`src/rtl/tqvp_sample_capture.sv`:
```
// Sample capture front end for the FIR peripheral: synchronises ui_in, samples it at a
// programmable rate into a small FIFO that firmware drains over the byte register bus.
module tqvp_sample_capture #(
  parameter int unsigned DEPTH = 8,
  parameter int unsigned CNT_W = 4
) (
  input  logic       clk,
  input  logic       rst_n,
  input  logic [7:0] ui_in,
  output logic [7:0] uo_out,
  input  logic [3:0] address,
  input  logic       data_write,
  input  logic [7:0] data_in,
  output logic [7:0] data_out
);

  localparam int unsigned PTR_W = $clog2(DEPTH);

  localparam logic [3:0] ADDR_CTRL   = 4'h0;
  localparam logic [3:0] ADDR_DIV    = 4'h1;
  localparam logic [3:0] ADDR_DATA   = 4'h2;
  localparam logic [3:0] ADDR_STATUS = 4'h3;

  logic [7:0]       sync1, sync2;
  logic             en, en_nxt;
  logic [7:0]       div, div_nxt;
  logic [7:0]       tcnt, tcnt_nxt;
  logic [PTR_W-1:0] wr_ptr, wr_ptr_nxt;
  logic [PTR_W-1:0] rd_ptr, rd_ptr_nxt;
  logic [CNT_W-1:0] count, count_nxt;
  logic             ovf, ovf_nxt;
  logic [7:0]       mem [DEPTH];

  logic wr_ctrl, wr_div, wr_pop, wr_clr, flush;
  logic empty, full, tick, pop_ok, push, ovf_set;

  // Next-state for control, tick counter and FIFO bookkeeping
  always_comb begin
    en_nxt     = en;
    div_nxt    = div;
    tcnt_nxt   = tcnt;
    wr_ptr_nxt = wr_ptr;
    rd_ptr_nxt = rd_ptr;
    count_nxt  = count;
    ovf_nxt    = ovf;

    wr_ctrl = data_write && (address == ADDR_CTRL);
    wr_div  = data_write && (address == ADDR_DIV);
    wr_pop  = data_write && (address == ADDR_DATA);
    wr_clr  = data_write && (address == ADDR_STATUS) && data_in[2];
    flush   = wr_ctrl && data_in[1];

    empty = (count == '0);
    full  = (count == CNT_W'(DEPTH));

    // A register write restarts the sample period, so no tick lands in that cycle
    tick    = en && (tcnt == div) && !wr_ctrl && !wr_div;
    pop_ok  = wr_pop && !empty;
    push    = tick && (!full || pop_ok);
    ovf_set = tick && full && !pop_ok;

    if (!en || wr_ctrl || wr_div || tick) begin
      tcnt_nxt = '0;
    end else begin
      tcnt_nxt = tcnt + 8'd1;
    end

    if (flush) begin
      wr_ptr_nxt = '0;
      rd_ptr_nxt = '0;
      count_nxt  = '0;
    end else begin
      if (push) begin
        wr_ptr_nxt = wr_ptr + PTR_W'(1);
      end
      if (pop_ok) begin
        rd_ptr_nxt = rd_ptr + PTR_W'(1);
      end
      if (push && !pop_ok) begin
        count_nxt = count + CNT_W'(1);
      end else if (pop_ok && !push) begin
        count_nxt = count - CNT_W'(1);
      end
    end

    if (ovf_set) begin
      ovf_nxt = 1'b1;
    end else if (wr_clr) begin
      ovf_nxt = 1'b0;
    end

    if (wr_ctrl) begin
      en_nxt = data_in[0];
    end
    if (wr_div) begin
      div_nxt = data_in;
    end
  end

  // State registers; uo_out is taken from next-state so flags track STATUS exactly
  always_ff @(posedge clk) begin
    if (!rst_n) begin
      sync1  <= '0;
      sync2  <= '0;
      en     <= 1'b0;
      div    <= '0;
      tcnt   <= '0;
      wr_ptr <= '0;
      rd_ptr <= '0;
      count  <= '0;
      ovf    <= 1'b0;
      uo_out <= '0;
    end else begin
      sync1  <= ui_in;
      sync2  <= sync1;
      en     <= en_nxt;
      div    <= div_nxt;
      tcnt   <= tcnt_nxt;
      wr_ptr <= wr_ptr_nxt;
      rd_ptr <= rd_ptr_nxt;
      count  <= count_nxt;
      ovf    <= ovf_nxt;
      uo_out <= {6'b0, ovf_nxt, (count_nxt != '0)};
    end
  end

  // Storage carries no reset; contents are only visible through count-qualified reads
  always_ff @(posedge clk) begin
    if (rst_n && push && !flush) begin
      mem[wr_ptr] <= sync2;
    end
  end

  // Register read mux
  always_comb begin
    data_out = 8'h00;
    case (address)
      ADDR_CTRL:   data_out = {7'b0, en};
      ADDR_DIV:    data_out = div;
      ADDR_DATA:   data_out = empty ? 8'h00 : mem[rd_ptr];
      ADDR_STATUS: data_out = {4'(count), 1'b0, ovf, full, empty};
      default:     data_out = 8'h00;
    endcase
  end

endmodule

```
`config.mk`:
```
export PLATFORM = sky130hd
export DESIGN_NAME = tqvp_sample_capture
export DESIGN_NICKNAME = d
export VERILOG_FILES = /design/src/rtl/tqvp_sample_capture.sv
export SDC_FILE = /design/constraint.sdc
export NUM_CORES = 1
export LEC_CHECK = 0
export ABC_AREA = 1
export BUFFER_PORTS_ARGS = -buffer_cell sky130_fd_sc_hd__buf_4
export CAP_MARGIN = 20
export CORE_MARGIN = 4
export CORE_UTILIZATION = 59
export DETAILED_ROUTE_END_ITERATION = 12
export PLACE_DENSITY = 0.82
export SLEW_MARGIN = 20
export SYNTH_ARGS = -nofsm -noshare
export SYNTH_HDL_FRONTEND = slang
export SYNTH_SLANG_ARGS = --single-unit
```
`constraint.sdc`:
```
create_clock -name clk -period 3.29 [get_ports clk]
set_clock_uncertainty 0.2 [all_clocks]
set_input_delay 0.1645 -clock clk [delete_from_list [all_inputs] [get_ports clk]]
set_output_delay 0.1645 -clock clk [all_outputs]
set_load 0.02 [all_outputs]
```
==> summary.md <==
| Metric | Value |
|---|---|
| Setup bufs post-CTS | `0` |
| CTS tree | `done` |
| Final HPWL DP | `7240 µm` |
| Num CTS Buffers | `9` |
| Fmax | `345 MHz` |
| Starting Density | `0.614` |
| Required time of the critical path | `2930 ps` |
| Row count | `32` |
| Overall routed net length | `10,900 µm` |
| Initial DRC Count | `340` |
| Max Buffers Root-to-Sink | `2` |
| Synth async-reset ratio | `0` |
| PwrDens | `439 nW/µm²` |
| IO Count | `39` |
| H-tree levels | `3` |
| Total Power | `0.00248 W` |
| First-pass GRT wire length | `17,500 µm` |
| Final Hold Viols | `0` |
| Largest net degree at the start of global routing | `34` |
| Vias in the first global route | `3,471` |
| Tmin final | `2900 ps` |
| Clock Latency Late Sink | `390 ps` |
| Die area | `9680 µm²` |
| Syn_area_per_cell | `10.2 µm²` |
| Core region area | `7850 µm²` |
| Flop pwr share | `0.607` |
| Largest stage delay on the critical path | `480 ps` |
| Slowest-stage cell, CP | `clkinv_1` |
| Syn-to-layout area delta | `17.1%` |
| Chip Height | `98.4 µm` |
| Yosys top cell area share | `0.399` |
| Residual DRC | `0` |
| Yosys top cell by area | `edfxtp_1` |
| Initial antenna violation count | `0` |
| Crit end category | `primary output` |
| Relative slew slack | `0.402` |
| Sink Count | `112` |
| Synth Register Bits | `112` |
| Routed Antenna Nets | `0` |
| WL per Instance | `17.0 µm` |
| Vias per Instance | `5.62` |
| Slack of the critical path | `394 ps` |
| Post-synth EDFFs | `64` |
| Crit path cell chain | `buf_4 -> clkinv_1 -> nor2_1 -> o221ai_1 -> nand3_1 -> o221ai_1 -> buf_4` |
| Global-route met1 utilization | `0.295` |
| Pleak | `2.22 nW` |
| Internal | `0.00186 W` |
| Hold Path Class | `in -> reg` |
| Net Sw Power | `0.000614 W` |
| Cts hold-fix bufs | `31` |
| Most used DFF post-synth | `edfxtp_1` |
| Library cells used by synthesis | `37` |
| Outcome | `completed` |
| Crit path launch type | `flop` |
| Worst-margin pin slew | `896 ps` |
| GRT overflow | `0` |
| Sequential area share after synthesis | `0.598` |
| GPL Wtd Cong | `1.00` |
| Slew Viols, Final | `0` |
| Input/output buffers | `32` |
| Max Cap Viol | `0` |
| Global-route track usage on met3 | `0.0600` |
| Clock root cell | `clkbuf_8` |
| Combinational power share | `0.053` |
| Antenna Cells | `0` |
| Syn Inst Count | `473` |
| Fillers | `532` |
| Top post-synthesis cells by area | `edfxtp_1 (40%), dfxtp_1 (20%), nand2_1 (5.9%), inv_1 (4.6%), nor2_1 (3.7%)` |
| Sw Share | `0.248` |
| Post-synth top cells | `nand2_1 (76), edfxtp_1 (64), inv_1 (59)` |
| Router iterations before antenna repair | `5` |
| Setup TNS | `0 ps` |
| Crit path kind | `reg -> out` |
| Unrepaired setup endpoints after global routing | `false` |
| GR peak layer | `met2` |
| Die width | `98.4 µm` |
| GRT Overall Usage | `0.233` |
| Worst EP arrival | `2530 ps` |
| Routed vias | `3,595` |
| Pre-CTS setup slack | `552 ps` |
| Critical path peak fanout | `33` |
| Peak VDD IR | `0.462 mV` |
| Clk slew on worst S/H paths | `130 ps` |
| Share of layout cells above drive strength 1 | `0.139` |
| Yosys warns | `0` |
| GR Util met2 | `0.383` |
| Most frequent cell after synthesis | `nand2_1` |
| WHS | `87.2 ps` |
| CTS resizes | `0` |
| Fin crit share | `0.880` |
| Final nets | `562` |
| Endpoints failing setup | `0` |
| Clock share of power | `0.340` |
| Mapped cell area | `4820 µm²` |
worst paths after layout:
| kind | start | to | slack (ps) | cells after the start |
|---|---|---|---|---|
| setup / recovery | flop | data_out[7] | 390 | 7 |
| hold / removal | address[2] | en | 90 | 6 |
| setup reg to reg | count[0] | mem[0][7] | 530 | 10 |
| hold reg to reg | sync1[0] | sync2[0] | 230 | 2 |
power groups by stage:
stage,logic [W],clock network [W],registers [W]
2_1_floorplan,0.0000653,0,0.00153
3_3_place_gp,0.0000972,0,0.00153
3_5_place_dp,0.000100,0,0.00153
4_1_cts,0.000128,0.000856,0.00150
5_1_grt,0.000145,0.000917,0.00150
6_report,0.000132,0.000842,0.00150
logic make-up (layout without fill, tap and decap cells):
logic type	Yosys count	after routing	synth area share
AND/OR/NAND/NOR	175	175	0.174
flip-flops	112	112	0.598
buffers and inverters	85	145	0.0724
AO/OA/AOI/OAI	71	71	0.0937
multiplexers	14	14	0.0291
XOR/XNOR	9	9	0.0164
adder cells (fa/ha/maj)	6	6	0.0156
other	1	6	0.000778
layer usage:
| layer | part of all wire | up-vias | routed length [µm] |
|---|---|---|---|
| met1 | 0.39 | 1673 | 4250 |
| li1 | - | 1704 | - |
| met3 | 0.084 | 32 | 914 |
| met4 | 0.030 | 0 | 329 |
| met2 | 0.49 | 186 | 5360 |
| met5 | 0 | - | 0 |
worst max-delay path, delay by kind of cell (launching register included):
family	cells	cell delay (ps)
flip-flops	1	330
AO/OA/AOI/OAI	2	330
AND/OR/NAND/NOR	2	460
buffers and inverters	3	1010
cell type report:
class | instances | area (µm²) | share of cell area
inverters | 65 | 245 | 0.0434
well taps | 102 | 128 | 0.0226
repair buffers | 64 | 558 | 0.0989
clock buffers | 9 | 124 | 0.0219
multi-input cells | 281 | 1610 | 0.285
clock inverters | 7 | 100 | 0.0177
flip-flops and latches | 112 | 2880 | 0.511
metrics by stage:
step	util	area [µm²]	std cells
finish	0.719	5640	640
CTS	0.719	5640	640
floorplan	-	4840	478
global placement	0.651	5110	593
global route	0.719	5640	640
detailed placement	0.651	5110	593
placed cells by master, fill, tap and decap left out, types with 2 or more instances in the layout:
| master | Yosys | routed |
|---|---|---|
| edfxtp_1 | 64 | 64 |
| nor3_1 | 3 | 3 |
| dlygate4sd3_1 | 0 | 31 |
| inv_2 | 3 | 3 |
| o32ai_1 | 2 | 2 |
| o21ai_0 | 27 | 27 |
| xor2_1 | 7 | 7 |
| clkinv_8 | 0 | 4 |
| xnor2_1 | 2 | 2 |
| inv_1 | 59 | 59 |
| mux2i_1 | 14 | 14 |
| dfxtp_1 | 48 | 48 |
| ha_1 | 6 | 6 |
| clkinv_1 | 2 | 2 |
| conb_1 | 1 | 6 |
| nor2_8 | 2 | 2 |
| nand2_2 | 5 | 5 |
| a21oi_1 | 16 | 16 |
| nor2_4 | 5 | 5 |
| buf_4 | 7 | 33 |
| nor2_1 | 47 | 47 |
| nor2_2 | 2 | 2 |
| clkbuf_8 | 0 | 9 |
| nand2_1 | 76 | 76 |
| o221ai_1 | 19 | 19 |
| nand3_1 | 27 | 27 |
| nand3_2 | 3 | 3 |
| o211ai_1 | 3 | 3 |
registers in the layout, summed over array words and instances (netlist names), 3 cells and up, named ones only:
name / flops
sync1: 8
count: 4
rd_ptr: 3
sync2: 8
mem: 64
wr_ptr: 3
tcnt: 8
div: 8
Power figures use the tool's default switching activity.
